File: src/rtl/popcount_stream_pkg.sv
// Shared types and helpers for the popcount stream: half-word counter type,
// S1 payload struct, generic popcount and count-width helper.
package popcount_stream_pkg;

  localparam int unsigned MAX_W  = 64;
  localparam int unsigned HCNT_W = 7;

  typedef logic [HCNT_W-1:0] hcnt_t;

  typedef struct packed {
    hcnt_t lo;
    hcnt_t hi;
    logic  last;
  } s1_t;

  function automatic int unsigned cnt_width(input int unsigned w);
    return $clog2(w + 1);
  endfunction

  // Callers zero-extend narrower words to MAX_W.
  function automatic hcnt_t popcount(input logic [MAX_W-1:0] v);
    hcnt_t c;
    c = '0;
    for (int i = 0; i < MAX_W; i++) begin
      c = c + HCNT_W'(v[i]);
    end
    return c;
  endfunction

endpackage

File: src/rtl/popcount_stream_if.sv
// Input word handshake and result handshake of the popcount stream.
interface popcount_stream_if #(
  parameter int unsigned WIDTH = 8,
  parameter int unsigned ACC_W = 12
);
  localparam int unsigned CNT_W = $clog2(WIDTH + 1);

  logic             in_valid;
  logic             in_ready;
  logic [WIDTH-1:0] in_data;
  logic             in_last;
  logic             out_valid;
  logic             out_ready;
  logic [CNT_W-1:0] out_count;
  logic [WIDTH:0]   out_onehot;
  logic [ACC_W-1:0] out_sum;
  logic             out_sat;
  logic             out_last;

  modport master (
    output in_valid, in_data, in_last, out_ready,
    input  in_ready, out_valid, out_count, out_onehot, out_sum, out_sat, out_last
  );

  modport slave (
    input  in_valid, in_data, in_last, out_ready,
    output in_ready, out_valid, out_count, out_onehot, out_sum, out_sat, out_last
  );
endinterface

File: src/rtl/popcount_stream_half.sv
// Combinational popcount of one half of the input word.
module popcount_stream_half
  import popcount_stream_pkg::*;
#(
  parameter int unsigned HW = 4
) (
  input  logic [HW-1:0] data,
  output hcnt_t         cnt
);

  assign cnt = popcount(MAX_W'(data));

endmodule

File: src/rtl/popcount_stream.sv
// Two-stage streaming popcount: S1 counts word halves, S2 sums them and keeps
// a saturating per-frame running sum. S2 registers drive the outputs.
module popcount_stream
  import popcount_stream_pkg::*;
#(
  parameter int unsigned WIDTH = 8,
  parameter int unsigned ACC_W = 12
) (
  input logic               clk,
  input logic               rst_n,
  input logic               clr,
  popcount_stream_if.slave  bus
);

  localparam int unsigned HALF  = WIDTH / 2;
  localparam int unsigned CNT_W = cnt_width(WIDTH);
  localparam int unsigned RAW_W = ACC_W + 1;
  localparam int unsigned OH_W  = WIDTH + 1;

  s1_t              s1_q;
  logic             s1_valid;
  logic             s2_valid;
  logic [CNT_W-1:0] cnt_q;
  logic [OH_W-1:0]  onehot_q;
  logic [ACC_W-1:0] sum_q;
  logic             sat_q;
  logic             last_q;
  logic             frame_start;

  hcnt_t            lo_c;
  hcnt_t            hi_c;
  logic             en1_c;
  logic             en2_c;
  logic             take_c;
  logic [CNT_W-1:0] cnt_c;
  logic [ACC_W-1:0] base_c;
  logic [RAW_W-1:0] raw_c;
  logic [ACC_W-1:0] sum_c;
  logic             sat_c;
  logic [OH_W-1:0]  onehot_c;

  popcount_stream_half #(.HW(HALF)) u_lo (.data(bus.in_data[HALF-1:0]),     .cnt(lo_c));
  popcount_stream_half #(.HW(HALF)) u_hi (.data(bus.in_data[WIDTH-1:HALF]), .cnt(hi_c));

  // Pipeline enables; in_ready never depends on in_valid.
  assign en2_c        = !s2_valid | bus.out_ready;
  assign en1_c        = !s1_valid | en2_c;
  assign bus.in_ready = en1_c & !clr;
  assign take_c       = bus.in_valid & bus.in_ready;

  // S2 next values: combined count, frame sum with saturation, one-hot decode.
  always_comb begin
    cnt_c    = CNT_W'(s1_q.lo + s1_q.hi);
    base_c   = frame_start ? '0 : sum_q;
    raw_c    = RAW_W'(base_c) + RAW_W'(cnt_c);
    sum_c    = raw_c[ACC_W] ? '1 : raw_c[ACC_W-1:0];
    sat_c    = (!frame_start & sat_q) | raw_c[ACC_W];
    onehot_c = OH_W'(1) << cnt_c;
  end

  always_ff @(posedge clk or negedge rst_n) begin
    if (!rst_n) begin
      s1_q        <= '0;
      s1_valid    <= 1'b0;
      s2_valid    <= 1'b0;
      cnt_q       <= '0;
      onehot_q    <= '0;
      sum_q       <= '0;
      sat_q       <= 1'b0;
      last_q      <= 1'b0;
      frame_start <= 1'b1;
    end else if (clr) begin
      s1_valid    <= 1'b0;
      s2_valid    <= 1'b0;
      frame_start <= 1'b1;
    end else begin
      if (en1_c) begin
        s1_valid <= take_c;
        if (take_c) begin
          s1_q <= '{lo: lo_c, hi: hi_c, last: bus.in_last};
        end
      end
      // A bubble leaves the frame state untouched.
      if (en2_c) begin
        s2_valid <= s1_valid;
        if (s1_valid) begin
          cnt_q       <= cnt_c;
          onehot_q    <= onehot_c;
          sum_q       <= sum_c;
          sat_q       <= sat_c;
          last_q      <= s1_q.last;
          frame_start <= s1_q.last;
        end
      end
    end
  end

  assign bus.out_valid  = s2_valid;
  assign bus.out_count  = cnt_q;
  assign bus.out_onehot = onehot_q;
  assign bus.out_sum    = sum_q;
  assign bus.out_sat    = sat_q;
  assign bus.out_last   = last_q;

endmodule

File: src/flat_wrapper.sv
// flat-port wrapper written by rule: the top's interface ports become plain ports
module popcount_stream_flat import popcount_stream_pkg::*;
#(
  parameter int unsigned WIDTH = 8,
  parameter int unsigned ACC_W = 12
)
  (clk, rst_n, clr, bus_in_valid, bus_in_data, bus_in_last, bus_out_ready, bus_in_ready, bus_out_valid, bus_out_count, bus_out_onehot, bus_out_sum, bus_out_sat, bus_out_last);
  popcount_stream_if #(.WIDTH(WIDTH), .ACC_W(ACC_W)) bus_i ();
  input logic clk;
  input logic rst_n;
  input logic clr;
  input wire logic [$bits(bus_i.in_valid)-1:0] bus_in_valid;
  input wire logic [$bits(bus_i.in_data)-1:0] bus_in_data;
  input wire logic [$bits(bus_i.in_last)-1:0] bus_in_last;
  input wire logic [$bits(bus_i.out_ready)-1:0] bus_out_ready;
  output wire logic [$bits(bus_i.in_ready)-1:0] bus_in_ready;
  output wire logic [$bits(bus_i.out_valid)-1:0] bus_out_valid;
  output wire logic [$bits(bus_i.out_count)-1:0] bus_out_count;
  output wire logic [$bits(bus_i.out_onehot)-1:0] bus_out_onehot;
  output wire logic [$bits(bus_i.out_sum)-1:0] bus_out_sum;
  output wire logic [$bits(bus_i.out_sat)-1:0] bus_out_sat;
  output wire logic [$bits(bus_i.out_last)-1:0] bus_out_last;
  assign bus_i.in_valid = bus_in_valid;
  assign bus_i.in_data = bus_in_data;
  assign bus_i.in_last = bus_in_last;
  assign bus_i.out_ready = bus_out_ready;
  assign bus_in_ready = bus_i.in_ready;
  assign bus_out_valid = bus_i.out_valid;
  assign bus_out_count = bus_i.out_count;
  assign bus_out_onehot = bus_i.out_onehot;
  assign bus_out_sum = bus_i.out_sum;
  assign bus_out_sat = bus_i.out_sat;
  assign bus_out_last = bus_i.out_last;
  popcount_stream #(.WIDTH(WIDTH), .ACC_W(ACC_W)) u_core (.clk(clk), .rst_n(rst_n), .clr(clr), .bus(bus_i));
endmodule
File: config.mk
export PLATFORM = sky130hd
export DESIGN_NAME = popcount_stream_flat
export DESIGN_NICKNAME = d
export VERILOG_FILES = /design/src/rtl/popcount_stream_pkg.sv /design/src/rtl/popcount_stream_if.sv /design/src/rtl/popcount_stream_half.sv /design/src/rtl/popcount_stream.sv /design/src/flat_wrapper.sv
export SDC_FILE = /design/constraint.sdc
export NUM_CORES = 1
export LEC_CHECK = 0
export ABC_CLOCK_PERIOD_IN_PS = 5750
export CAP_MARGIN = 20
export CELL_PAD_IN_SITES_DETAIL_PLACEMENT = 0
export CELL_PAD_IN_SITES_GLOBAL_PLACEMENT = 2
export CORE_UTILIZATION = 34
export DETAILED_ROUTE_END_ITERATION = 8
export GPL_ROUTABILITY_DRIVEN = 0
export MAX_ROUTING_LAYER = met4
export PLACE_DENSITY_LB_ADDON = 0.1
export SLEW_MARGIN = 40
export SYNTH_ARGS = -nofsm -noshare
export SYNTH_HDL_FRONTEND = slang
export SYNTH_SLANG_ARGS = --single-unit
File: constraint.sdc
create_clock -name clk -period 5.75 [get_ports clk]
set_input_delay 1.15 -clock clk [delete_from_list [all_inputs] [get_ports clk]]
set_output_delay 1.15 -clock clk [all_outputs]
set_load 0.005 [all_outputs]
* Yosys cells after proc, flatten, opt, wreduce, memory -nomap -nowiden
Cells that the tools add are included.
Widths: inputs -> output; s select.
** Operators by class
- Add/sub/neg operators :: 8
- $mul :: 0
- Divide/modulo/power cells :: 0
- Magnitude comparators :: 0
- Eq/ne operators :: 0
- Shift operators :: 1
- Mux-type cells :: 9
- Bitwise logic cells :: 7
- Reduce and logical (&&, ||, !) cells :: 10
** Operator list (number)
- $mux 12 :: 2
- $add 12x4->13 :: 1
- $shl 1x4->9 const A :: 1
- $add 3x1->4 :: 2
- $mux 1 :: 7
- $add 2x1->3 :: 2
- $reduce_and 3->1 :: 2
- $reduce_bool 2->1 :: 3
- $add 1x1->2 :: 2
- $add 4x4->4 :: 1
- $logic_not 1->1 :: 4
- $and 1x1->1 :: 3
- $or 1x1->1 :: 3
- $reduce_and 2->1 :: 1
- $not 1->1 :: 1
** Storage, ports and cells
- Bits in registers :: 39
- Latch bits :: 0
- Memory bits (writable) :: 0
- Bits in read-only memories :: 0
- Bits of input ports :: 14
- Output and inout bits :: 29
- Logic and storage cells :: 46
- Memories kept :: 0

* Depth between registers and ports, before layout
Gate-level depths: netlist of the first run.
- Word-level depth :: 7
- Depth in mapped cells :: 10
- Gate-level depth less buffers :: 10

* Hierarchy
Synthesis of the first run repeated with hierarchy kept, for this count alone.
** Second synthesis, totals
- Cell total of the unflattened synthesis :: 233
- Area total of the unflattened synthesis :: 2329.7 um^2
** By module, submodules not included
- popcount_stream :: times used 1, cells each 207, area each 2134.5 um^2, sequential area each 977.2 um^2
- popcount_stream_half :: times used 2, cells each 13, area each 97.6 um^2, sequential area each 0.0 um^2

* Worst setup path after synthesis of the first run
OpenSTA, ideal clock, no wires.
- Path kind :: input-to-output
- Start :: input port bus_out_ready
- End :: output port bus_in_ready
- Data arrival time :: 1539 ps
- Required time :: 4600 ps
- Setup slack :: 3061 ps
- Stages :: 2
- Buffers on the path :: 0
- Cell sequence :: nor2b_1 > a21oi_1
** On the way
- Word-level cells in the longest chain between the ends :: 3
** Ends and longest elaborated chain
- start: declaration :: RTL line flat_wrapper.sv:15 : input wire logic [$bits(bus_i.out_ready)-1:0] bus_out_ready;
- $or 1x1->1 :: RTL line popcount_stream.sv:46 : assign en2_c = !s2_valid | bus.out_ready;
- $or 1x1->1 :: RTL line popcount_stream.sv:47 : assign en1_c = !s1_valid | en2_c;
- $and 1x1->1 :: RTL line popcount_stream.sv:48 : assign bus.in_ready = en1_c & !clr;
- end: declaration :: RTL line flat_wrapper.sv:16 : output wire logic [$bits(bus_i.in_ready)-1:0] bus_in_ready;
Every way passes these cells.

* Worst setup path after layout of the first run
Ends and elaborated chain as after synthesis.

==> run summary, run 1 <==
FLOORPLAN
--------------------------------------------------------------------------------
Starting Density ..................................................        35.1%
Chip Height .......................................................      80.2 µm
Number of ports placed on the die boundary ........................           43
Placement row count ...............................................           28
Overall die area ..................................................  0.00643 mm²
Area inside the core boundary .....................................  0.00592 mm²
Overall die width .................................................      80.2 µm

ROUTING
--------------------------------------------------------------------------------
Via count .........................................................        1,656
Wirelength, routed ................................................      4480 µm
Number of detailed-routing iterations run before antenna repair ...            4
ANT nets after route ..............................................            0
Via count normalized by instance count ............................         5.02
Detailed router's first-iteration violation count .................           63
Residual DRC count ................................................            0
Routed length per placed instance .................................      13.6 µm

POWER AND IR DROP
--------------------------------------------------------------------------------
Max IR drop VDD ...................................................   0.000150 V
Ratio of total power to cell area .................................   355 mW/mm²
Sw frac ...........................................................        31.2%
Share of total power in the clock network .........................        24.7%
Combinational cell fraction of total power ........................        36.8%
Flop pwr share ....................................................        38.5%
Power Internal ....................................................       657 µW
Leak Pwr ..........................................................   0.00121 µW
P_sw ..............................................................       298 µW

STA
--------------------------------------------------------------------------------
Max Transition Viols Final ........................................            0
Worst clock skew ..................................................      5.40 ps
Setup violation total in the final timing report ..................            0
Headroom to the max-slew limit ....................................        59.0%
Achievable clock frequency ........................................      275 MHz
Final setup TNS ...................................................         0 ps
Final min period ..................................................      3640 ps
RSZ-0062 raised after global routing ..............................           no
Fin crit share ....................................................        63.3%
Hold violation count in the final report ..........................            0
Pin slew with the least headroom to its limit .....................       610 ps

PLACEMENT
--------------------------------------------------------------------------------
Cell Count Post-Placement .........................................          322
Number of I/O port buffers ........................................           42
Final HPWL from detailed placement ................................      3240 µm

CLOCKING
--------------------------------------------------------------------------------
TritonCTS clock tree ..............................................          yes
TritonCTS Sinks ...................................................           37
Quantity of hold-fixing buffers added after cts ...................            0
Clk slew on worst S/H paths .......................................        70 ps
Maximum buffer depth of the clock tree ............................            2
Worst-Skew Late Latency ...........................................       290 ps
Post-CTS sizing ...................................................            0
Setup Fix Bufs, Post-CTS ..........................................            0
# H-tree levels ...................................................            2
Buffer cell driving the clock tree root ........................... sky130_fd_sc_hd__clkbuf_8
CTS buffer count ..................................................            5

SYNTH
--------------------------------------------------------------------------------
Area of the mapped netlist ........................................  0.00208 mm²
Synth Warn # ......................................................            0
Count of different cell masters after synthesis ...................           48
FF+latch count, synth .............................................           37
Number of nets in the synthesized netlist .........................          238
Post-synthesis sequential area ratio ..............................        44.6%
Post-synth ARST share .............................................         100%
Synthesized area per cell .........................................     9.90 µm²
Most used DFF post-synth .......................................... sky130_fd_sc_hd__dfrtp_1
Gate count after technology mapping ...............................          210
Count of flip-flops with a built-in enable after synthesis ........            0

GRT
--------------------------------------------------------------------------------
Wire length of the first global-routing pass ......................      7800 µm
Antenna violations before repair ..................................            0
Global routing usage on met2 ......................................        24.4%
Overflow left after global routing ................................            0
Via count of the first global-routing pass ........................        1,611
Pin count of the biggest net entering global routing ..............           38
Most Used Layer, Global Route .....................................         met2
Overall fraction of global-route tracks in use ....................        16.4%
GRT met3 Usage ....................................................        4.09%
Met1 usage in global routing ......................................        22.3%

CELLS AND AREA
--------------------------------------------------------------------------------
Fraction of final layout cells with drive strength greater than 1 .        9.80%
Final #Nets .......................................................          282
Commonest non-fill, non-tap cell in the layout .................... sky130_fd_sc_hd__clkdlybuf4s50_1
Area Growth Syn to Fin ............................................        29.4%
Diode insertion count for antenna repair ..........................            0
Number of cells in the finished layout apart from fillers .........          330
Commonest cells after routing, fill and taps aside ................ 41 x sky130_fd_sc_hd__clkdlybuf4s50_1, 36 x sky130_fd_sc_hd__dfrtp_1, 30 x sky130_fd_sc_hd__nand2_1

MIN PATH
--------------------------------------------------------------------------------
Worst hold start .................................................. u_core.bus.out_count[0]
Worst min path class .............................................. flip-flop to flip-flop

WORST SETUP PATH
--------------------------------------------------------------------------------
Critical path fanouts, max ........................................            7
Critical path arrival .............................................      2490 ps
Type of origin of the critical path ...............................    input pin
Type of the worst setup path ...................................... input pin to output pin
Reg2reg setup slack ...............................................      2690 ps
Worst setup EP type ...............................................   output pin
Worst setup path end .............................................. bus_in_ready
End of the worst register-to-register path ........................ u_core.bus.out_sum[9]
Critical register-to-register path startpoint ..................... u_core.s1_q[2]
Data required time of the critical path ...........................      4600 ps
Startpoint of the most critical setup path ........................ bus_out_ready
Number of cells on the worst reg-to-reg path ......................           10

JOB
--------------------------------------------------------------------------------
Maximum Capacitance Violations ....................................            0

OUTCOME
--------------------------------------------------------------------------------
Result of the run ................................................. complete, no violations

area by class of cell:
type,count,area [µm²]
multi-input combinational,146,1050
fill,594,3230
timing repair buffer,44,433
clock inverter,1,30.0
clock buffer,7,86.3
sequential,37,927
inverter,20,75.1
tap,75,93.8
sequential cells by signal (all words and copies together), names as in the netlist:
name and count:
u_core.bus.out_sum 12, u_core.bus.out_onehot 9, u_core.s1_q 7, u_core.bus.out_count 4, u_core.bus.out_last 1, u_core.bus.out_sat 1, u_core.bus.out_valid 1, u_core.frame_start 1
u_core.s1_valid 1
synth_stat cells, types with 3 or more instances:
library cell	number	area, µm²
sky130_fd_sc_hd__dfrtp_1	36	901
sky130_fd_sc_hd__nor3_1	11	55.1
sky130_fd_sc_hd__nand2_1	30	113
sky130_fd_sc_hd__nor2_1	12	45.0
sky130_fd_sc_hd__o21ai_0	11	55.1
sky130_fd_sc_hd__clkbuf_1	3	11.3
sky130_fd_sc_hd__nor2b_1	4	25.0
sky130_fd_sc_hd__nand3_1	3	15.0
sky130_fd_sc_hd__inv_1	20	75.1
sky130_fd_sc_hd__a21oi_1	8	40.0
sky130_fd_sc_hd__a22o_1	3	26.3
sky130_fd_sc_hd__fa_1	4	80.1
sky130_fd_sc_hd__ha_1	10	125
sky130_fd_sc_hd__buf_2	3	15.0
sky130_fd_sc_hd__mux2_2	8	90.1
metal layers:
layer,vias to the layer above,routed length [µm]
li1,829,-
met1,781,2330
met2,41,1890
met3,5,208
met4,0,46
met5,-,0
logic make-up after synthesis:
family / share of synthesized area (%)
simple gates: 18.8
compound gates: 14.8
flops: 44.6
buf+inv: 5.11
fa+ha+maj: 10.3
mux: 4.33
xor+xnor: 2.05
power by group through the flow:
stage / Clock (µW) / Sequential, µW / Combinational [µW]
floorplan: 0 / 370 / 191
global placement: 0 / 374 / 354
detailed placement: 0 / 375 / 355
CTS: 243 / 370 / 357
global route: 253 / 378 / 400
finish: 236 / 368 / 352
critical path: stages:
cell,delay (ps)
sky130_fd_sc_hd__clkdlybuf4s50_1,400
sky130_fd_sc_hd__nor2b_1,330
sky130_fd_sc_hd__a21oi_1,150
sky130_fd_sc_hd__clkdlybuf4s50_1,470
how the worst min path moves through the flow:
stage,to,slack (ps),cells past startpoint
after CTS,u_core.bus.out_count[0],480,2
after detailed placement,u_core.bus.out_count[0],470,2
after global routing,u_core.bus.out_count[0],510,2
after floorplan,u_core.bus.out_count[0],470,2
after global placement,u_core.bus.out_count[0],460,2
final,u_core.bus.out_count[0],470,2
through the flow:
stage | power, µW | instance area (µm²) | util (%) | hold slack (ps) | setup WS (ps)
3_5_place_dp | 729 | 2570 | 43.5 | 465 | 2140
4_1_cts | 970 | 2690 | 45.5 | 483 | 2120
6_report | 955 | 2690 | 45.5 | 474 | 2110
5_1_grt | 1030 | 2690 | 45.5 | 508 | 1980
3_3_place_gp | 728 | 2570 | 43.4 | 463 | 2120
2_1_floorplan | 562 | 2080 | - | 470 | 3060
Note: power is estimated with default switching activity, not from simulation.
==> inputs of run 2 (changes only) <==
--- a/config.mk
+++ b/config.mk
@@ -5,11 +5,11 @@
 export SDC_FILE = /design/constraint.sdc
 export NUM_CORES = 1
 export LEC_CHECK = 0
-export ABC_CLOCK_PERIOD_IN_PS = 5750
+export ABC_CLOCK_PERIOD_IN_PS = 2900
 export CAP_MARGIN = 20
 export CELL_PAD_IN_SITES_DETAIL_PLACEMENT = 0
 export CELL_PAD_IN_SITES_GLOBAL_PLACEMENT = 2
-export CORE_UTILIZATION = 34
+export CORE_UTILIZATION = 28
 export DETAILED_ROUTE_END_ITERATION = 8
 export GPL_ROUTABILITY_DRIVEN = 0
 export MAX_ROUTING_LAYER = met4
==> constraint.sdc (replaced) <==
create_clock -name clk -period 2.9 [get_ports clk]
set_input_delay 0.58 -clock clk [delete_from_list [all_inputs] [get_ports clk]]
set_output_delay 0.58 -clock clk [all_outputs]
set_load 0.005 [all_outputs]
==> run 2 against run 1 <==
Utilization down 6.5 points; clock skew fell by 2.2 ps; largest power group is now combinational logic; final cell count increased by 10%; combinational power is 110% higher; die area increased by 21%; power increased by 110%; critical path type is now flip-flop to flip-flop; clock-buffer cell count is 1 lower; first-iteration DRC count grew 65%; clock power increased by 100%.
==> run summary, run 2 (same netlist as run 1, synthesis figures left out) <==
OUTCOME
--------------------------------------------------------------------------------
Result of the run ................................................. complete, no violations

STA
--------------------------------------------------------------------------------
Max Transition Viols Final ........................................            0
Hold violation count in the final report ..........................            0
Setup violation total in the final timing report ..................            0
Final min period ..................................................      2700 ps
Pin slew with the least headroom to its limit .....................       495 ps
Post-route setup slack ............................................       196 ps
RSZ-0062 raised after global routing ..............................           no
Final setup TNS ...................................................         0 ps
Worst clock skew ..................................................      3.22 ps
Headroom to the max-slew limit ....................................        67.0%
Achievable clock frequency ........................................      370 MHz
Fin crit share ....................................................        93.3%

GRT
--------------------------------------------------------------------------------
Via count of the first global-routing pass ........................        1,704
Antenna violations before repair ..................................            0
Wire length of the first global-routing pass ......................      8540 µm
Overflow left after global routing ................................            0
Overall fraction of global-route tracks in use ....................        14.9%
Pin count of the biggest net entering global routing ..............           38

ROUTING
--------------------------------------------------------------------------------
Residual DRC count ................................................            0
Number of detailed-routing iterations run before antenna repair ...            4
Via count .........................................................        1,725
Detailed router's first-iteration violation count .................          104
ANT nets after route ..............................................            0
Routed length per placed instance .................................      13.9 µm
Via count normalized by instance count ............................         4.74
Wirelength, routed ................................................      5070 µm

PLACEMENT
--------------------------------------------------------------------------------
DP Worst Slack ....................................................       189 ps
Final HPWL from detailed placement ................................      3660 µm
Number of I/O port buffers ........................................           42

JOB
--------------------------------------------------------------------------------
Maximum Capacitance Violations ....................................            0

POWER AND IR DROP
--------------------------------------------------------------------------------
Ratio of total power to cell area .................................   696 mW/mm²
Max IR drop VDD ...................................................   0.000245 V
Combinational cell fraction of total power ........................        38.5%
Leak Pwr ..........................................................   0.00126 µW
Power Internal ....................................................      1340 µW
Flop pwr share ....................................................        37.0%
Share of total power in the clock network .........................        24.5%
P_sw ..............................................................       623 µW
Sw frac ...........................................................        31.8%

CLOCKING
--------------------------------------------------------------------------------
Maximum buffer depth of the clock tree ............................            2
# H-tree levels ...................................................            2
Buffer cell driving the clock tree root ........................... sky130_fd_sc_hd__clkbuf_8
Clk slew on worst S/H paths .......................................        80 ps
TritonCTS Sinks ...................................................           37
TritonCTS clock tree ..............................................          yes
Worst-Skew Late Latency ...........................................       290 ps
CTS buffer count ..................................................            5

WORST SETUP PATH
--------------------------------------------------------------------------------
Startpoint of the most critical setup path ........................ u_core.s1_q[1]
Data required time of the critical path ...........................      3070 ps
Type of the worst setup path ...................................... flip-flop to flip-flop
Worst setup EP type ...............................................    flip-flop
Critical path fanouts, max ........................................            7
Critical register-to-register path startpoint ..................... u_core.s1_q[1]
Type of origin of the critical path ...............................    flip-flop
Critical path arrival .............................................      2880 ps

FLOORPLAN
--------------------------------------------------------------------------------
Chip Height .......................................................      88.2 µm
Overall die width .................................................      88.2 µm
Placement row count ...............................................           31
Starting Density ..................................................        28.8%
Area inside the core boundary .....................................  0.00721 mm²
Overall die area ..................................................  0.00778 mm²
Number of ports placed on the die boundary ........................           43

CELLS AND AREA
--------------------------------------------------------------------------------
Final #Nets .......................................................          292
Area Growth Syn to Fin ............................................        35.3%
Number of flip-flops under the largest register name ..............           12
Commonest non-fill, non-tap cell in the layout .................... sky130_fd_sc_hd__clkdlybuf4s50_1
Diode insertion count for antenna repair ..........................            0
Fraction of final layout cells with drive strength greater than 1 .        14.0%
Commonest cells after routing, fill and taps aside ................ 41 x sky130_fd_sc_hd__clkdlybuf4s50_1, 36 x sky130_fd_sc_hd__dfrtp_1, 30 x sky130_fd_sc_hd__nand2_1

MIN PATH
--------------------------------------------------------------------------------
Worst min path class .............................................. input pin to async pin

run 2: changes by cell type in the layout (fill, tap and decap cells not counted):
cell,previous run,this run
sky130_fd_sc_hd__ha_4,0,1
sky130_fd_sc_hd__clkinvlp_4,0,1
sky130_fd_sc_hd__clkbuf_1,1,0
sky130_fd_sc_hd__ha_1,10,9
sky130_fd_sc_hd__buf_4,3,13
run 2: cell type report:
cell class	instances	area [µm²]
fillers	760	4400
clock buffers	6	82.6
repair buffers	54	508
clock inverters	2	37.5
inverters	20	75.1
multi-input cells	146	1060
well taps	99	124
flip-flops and latches	37	927
run 2: layer usage:
layer	up-vias	GRT usage (%)	routed length, µm
li1	850	-	-
met1	833	20.1	2560
met2	37	22.7	2310
met3	5	2.26	129
met4	0	5.28	63
met5	-	-	0
run 2: power by group through the flow:
stage          Combinational, µW  Sequential, µW  Clock, µW
2_1_floorplan                379             734          0
3_3_place_gp                 762             735          0
3_5_place_dp                 760             738          0
4_1_cts                      762             730        497
5_1_grt                      858             745        514
6_report                     755             725        479
run 2: worst max-delay path, stage by stage, from the launching register on:
cell,delay (ps)
sky130_fd_sc_hd__dfrtp_1,380
sky130_fd_sc_hd__ha_1,230
sky130_fd_sc_hd__fa_1,510
sky130_fd_sc_hd__fa_1,520
sky130_fd_sc_hd__o21ai_0,220
sky130_fd_sc_hd__o221a_4,290
sky130_fd_sc_hd__nor3b_4,80
sky130_fd_sc_hd__nor4b_1,260
sky130_fd_sc_hd__nor3_1,90
run 2: worst paths after layout:
check                                     endpoint  slack (ps)  cells past startpoint
min in group clk           u_core.bus.out_count[3]         480                      2
max in group asynchronous       u_core.frame_start        2290                      1
min reg2reg                u_core.bus.out_count[3]         480                      2
max reg2reg                  u_core.bus.out_sum[4]         200                      8
max                          u_core.bus.out_sum[4]         200                      8
min                        u_core.bus.out_count[2]         260                      1
run 2: metrics by stage:
stage / cells / instance area [µm²] / hold slack [ps] / util, % / total power [µW]
after global routing: 364 / 2810 / 292 / 39.0 / 2120
after CTS: 364 / 2800 / 264 / 38.8 / 1990
after floorplan: 210 / 2080 / 284 / - / 1110
after global placement: 356 / 2680 / 463 / 37.1 / 1500
after detailed placement: 356 / 2680 / 467 / 37.1 / 1500
final: 364 / 2810 / 256 / 39.0 / 1960
run 2: repair_timing:
| item | 4_1_cts | 5_1_grt |
|---|---|---|
| resized for setup | 0 | 1 |
| hold buffers | 0 | 0 |
| setup endpoints to repair | 0 | 2 |
| buffers inserted | 0 | 0 |
| endpoints found under the hold margin | 0 | 0 |
==> inputs of run 3 (changes only) <==
--- a/config.mk
+++ b/config.mk
@@ -9,7 +9,7 @@
 export CAP_MARGIN = 20
 export CELL_PAD_IN_SITES_DETAIL_PLACEMENT = 0
 export CELL_PAD_IN_SITES_GLOBAL_PLACEMENT = 2
-export CORE_UTILIZATION = 28
+export CORE_UTILIZATION = 30
 export DETAILED_ROUTE_END_ITERATION = 8
 export GPL_ROUTABILITY_DRIVEN = 0
 export MAX_ROUTING_LAYER = met4
@@ -17,4 +17,5 @@
 export SLEW_MARGIN = 40
 export SYNTH_ARGS = -nofsm -noshare
 export SYNTH_HDL_FRONTEND = slang
+export SYNTH_HIERARCHICAL = 1
 export SYNTH_SLANG_ARGS = --single-unit
==> run 3 against run 2 <==
Combinational power up 34%; clock-buffer cell count fell by 1; critical path type unchanged; highest routed layer unchanged; die area increased by 2.5%.
==> run summary, run 3 <==
GRT
--------------------------------------------------------------------------------
Pin count of the biggest net entering global routing ..............           40
Wire length of the first global-routing pass ......................      8760 µm
Overall fraction of global-route tracks in use ....................        15.1%
Via count of the first global-routing pass ........................        1,717
Antenna violations before repair ..................................            0
Overflow left after global routing ................................            0

WORST SETUP PATH
--------------------------------------------------------------------------------
Type of the worst setup path ...................................... flip-flop to flip-flop
Reg2reg setup slack ...............................................       130 ps
Worst-path cell chain ............................................. ha_2 -> inv_1 -> fa_1 -> inv_2 -> fa_2 -> maj3_2 -> nor3b_4 -> o21ai_2 -> a2bb2o_4 -> a211o_1
Crit-path leading delay family ....................................  adder cells
Worst Path Buf+Inv ................................................            2
Critical path fanouts, max ........................................            3
Worst setup EP type ...............................................    flip-flop
CP max-delay cell ................................................. sky130_fd_sc_hd__fa_1
Data required time of the critical path ...........................      3080 ps
Critical path arrival .............................................      2960 ps
Stage delay of the slowest cell on the critical path ..............       530 ps
Type of origin of the critical path ...............................    flip-flop

PLACEMENT
--------------------------------------------------------------------------------
Number of I/O port buffers ........................................           42
Post-DP Area ......................................................  0.00288 mm²
Final HPWL from detailed placement ................................      3910 µm

CLOCKING
--------------------------------------------------------------------------------
Maximum buffer depth of the clock tree ............................            2
Buffer cell driving the clock tree root ........................... sky130_fd_sc_hd__clkbuf_8
Worst-Skew Late Latency ...........................................       290 ps
TritonCTS clock tree ..............................................          yes
CTS buffer count ..................................................            5
TritonCTS Sinks ...................................................           39
Clk slew on worst S/H paths .......................................        80 ps
Quantity of hold-fixing buffers added after cts ...................            0
# H-tree levels ...................................................            2

FLOORPLAN
--------------------------------------------------------------------------------
Number of ports placed on the die boundary ........................           43
Area inside the core boundary .....................................  0.00729 mm²
Overall die width .................................................      89.3 µm
Chip Height .......................................................      89.3 µm
Starting Density ..................................................        31.3%
Placement row count ...............................................           31
Overall die area ..................................................  0.00797 mm²

STA
--------------------------------------------------------------------------------
Setup violation total in the final timing report ..................            0
Final setup TNS ...................................................         0 ps
Pin slew with the least headroom to its limit .....................       599 ps
Final min period ..................................................      2770 ps
Fin crit share ....................................................        95.7%
Worst clock skew ..................................................      5.87 ps
Achievable clock frequency ........................................      360 MHz
RSZ-0062 raised after global routing ..............................           no
Hold violation count in the final report ..........................            0
Max Transition Viols Final ........................................            0
Headroom to the max-slew limit ....................................        59.8%

ROUTING
--------------------------------------------------------------------------------
Wirelength, routed ................................................      5360 µm
Via count normalized by instance count ............................         4.71
Routed length per placed instance .................................      14.0 µm
ANT nets after route ..............................................            0
Residual DRC count ................................................            0
Detailed router's first-iteration violation count .................           66
Number of detailed-routing iterations run before antenna repair ...            4
Via count .........................................................        1,799

CELLS AND AREA
--------------------------------------------------------------------------------
Area Growth Syn to Fin ............................................        33.8%
Utilization after layout ..........................................        41.9%
Number of flip-flops under the largest register name ..............           12
Commonest non-fill, non-tap cell in the layout .................... sky130_fd_sc_hd__clkdlybuf4s50_1
Diode insertion count for antenna repair ..........................            0
Seq. cell area ....................................................      977 µm²
Area of the multi-input gates .....................................  0.00123 mm²
Layout filler cell count ..........................................          792
Fraction of final layout cells with drive strength greater than 1 .        18.4%
Commonest cells after routing, fill and taps aside ................ 41 x sky130_fd_sc_hd__clkdlybuf4s50_1, 38 x sky130_fd_sc_hd__dfrtp_1, 20 x sky130_fd_sc_hd__nand2_1
Area of all placed cells without fillers ..........................  0.00306 mm²
Final #Nets .......................................................          309

SYNTH
--------------------------------------------------------------------------------
Number of nets in the synthesized netlist .........................          254
Synth Warn # ......................................................            6
Synthesized area per cell .........................................     10.1 µm²
Gate count after technology mapping ...............................          227
Area of the mapped netlist ........................................  0.00228 mm²

POWER AND IR DROP
--------------------------------------------------------------------------------
Max IR drop VDD ...................................................   0.000333 V
Ratio of total power to cell area .................................   752 mW/mm²
Leak Pwr ..........................................................   0.00138 µW

MIN PATH
--------------------------------------------------------------------------------
Worst min path class .............................................. input pin to async pin

OUTCOME
--------------------------------------------------------------------------------
Result of the run ................................................. complete, no violations

JOB
--------------------------------------------------------------------------------
Maximum Capacitance Violations ....................................            0

[run 3: cell type report]
type,instances,share of cell area [%]
Sequential cell,39,32.0
Tap cell,99,4.05
Clock buffer,5,2.25
Clock inverter,3,1.43
Multi-Input combinational cell,158,40.2
Timing Repair Buffer,58,17.6
Inverter,20,2.46
[run 3: layer usage]
metal  vias up  routed length, µm  global-route usage, %
li1        908                  -                      -
met1       853               2750                   21.3
met2        31               2380                   22.1
met3         7                161                   2.77
met4         0                 61                   4.04
met5         -                  0                      -
[run 3: worst reg2reg max path: stages (launching register included)]
cell,delay (ps)
sky130_fd_sc_hd__dfrtp_1,370
sky130_fd_sc_hd__ha_2,180
sky130_fd_sc_hd__inv_1,50
sky130_fd_sc_hd__fa_1,530
sky130_fd_sc_hd__inv_2,50
sky130_fd_sc_hd__fa_2,330
sky130_fd_sc_hd__maj3_2,310
sky130_fd_sc_hd__nor3b_4,170
sky130_fd_sc_hd__o21ai_2,170
sky130_fd_sc_hd__a2bb2o_4,230
sky130_fd_sc_hd__a211o_1,280
[run 3: repair_timing]
action,in CTS,in global routing
resized for setup,1,11
setup buffers,1,1
pin swaps,1,10
setup endpoints to repair,1,10
[run 3: path summary, 6_finish.rpt]
path,from,to,cells after the start
hold reg to reg,u_core/bus.out_count[1],u_core/bus.out_count[1],2
hold / removal,rst_n,u_core/bus.out_sum[5],1
setup reg to reg,u_core/s1_q[8],u_core/bus.out_sum[11],10
setup / recovery,u_core/s1_q[8],u_core/bus.out_sum[11],10
min in group clk,u_core/bus.out_count[1],u_core/bus.out_count[1],2
max in group asynchronous,rst_n,u_core/frame_start,1
[run 3: per-stage QoR]
| step | total power [µW] | hold WS (ps) | worst slack (ps) | cells |
|---|---|---|---|---|
| after global placement | 1790 | 463 | 42.5 | 372 |
| after CTS | 2280 | 274 | 50.9 | 381 |
| final | 2300 | 243 | 126 | 382 |
| after detailed placement | 1790 | 473 | 3.26 | 372 |
| after floorplan | 1320 | 284 | 13.6 | 227 |
| after global routing | 2490 | 291 | 15.3 | 382 |
[run 3: power breakdown]
part           internal [µW]  switching, µW  leakage, µW
registers                692            130     0.000494
clock network            256            207    0.0000581
logic                    568            447     0.000823
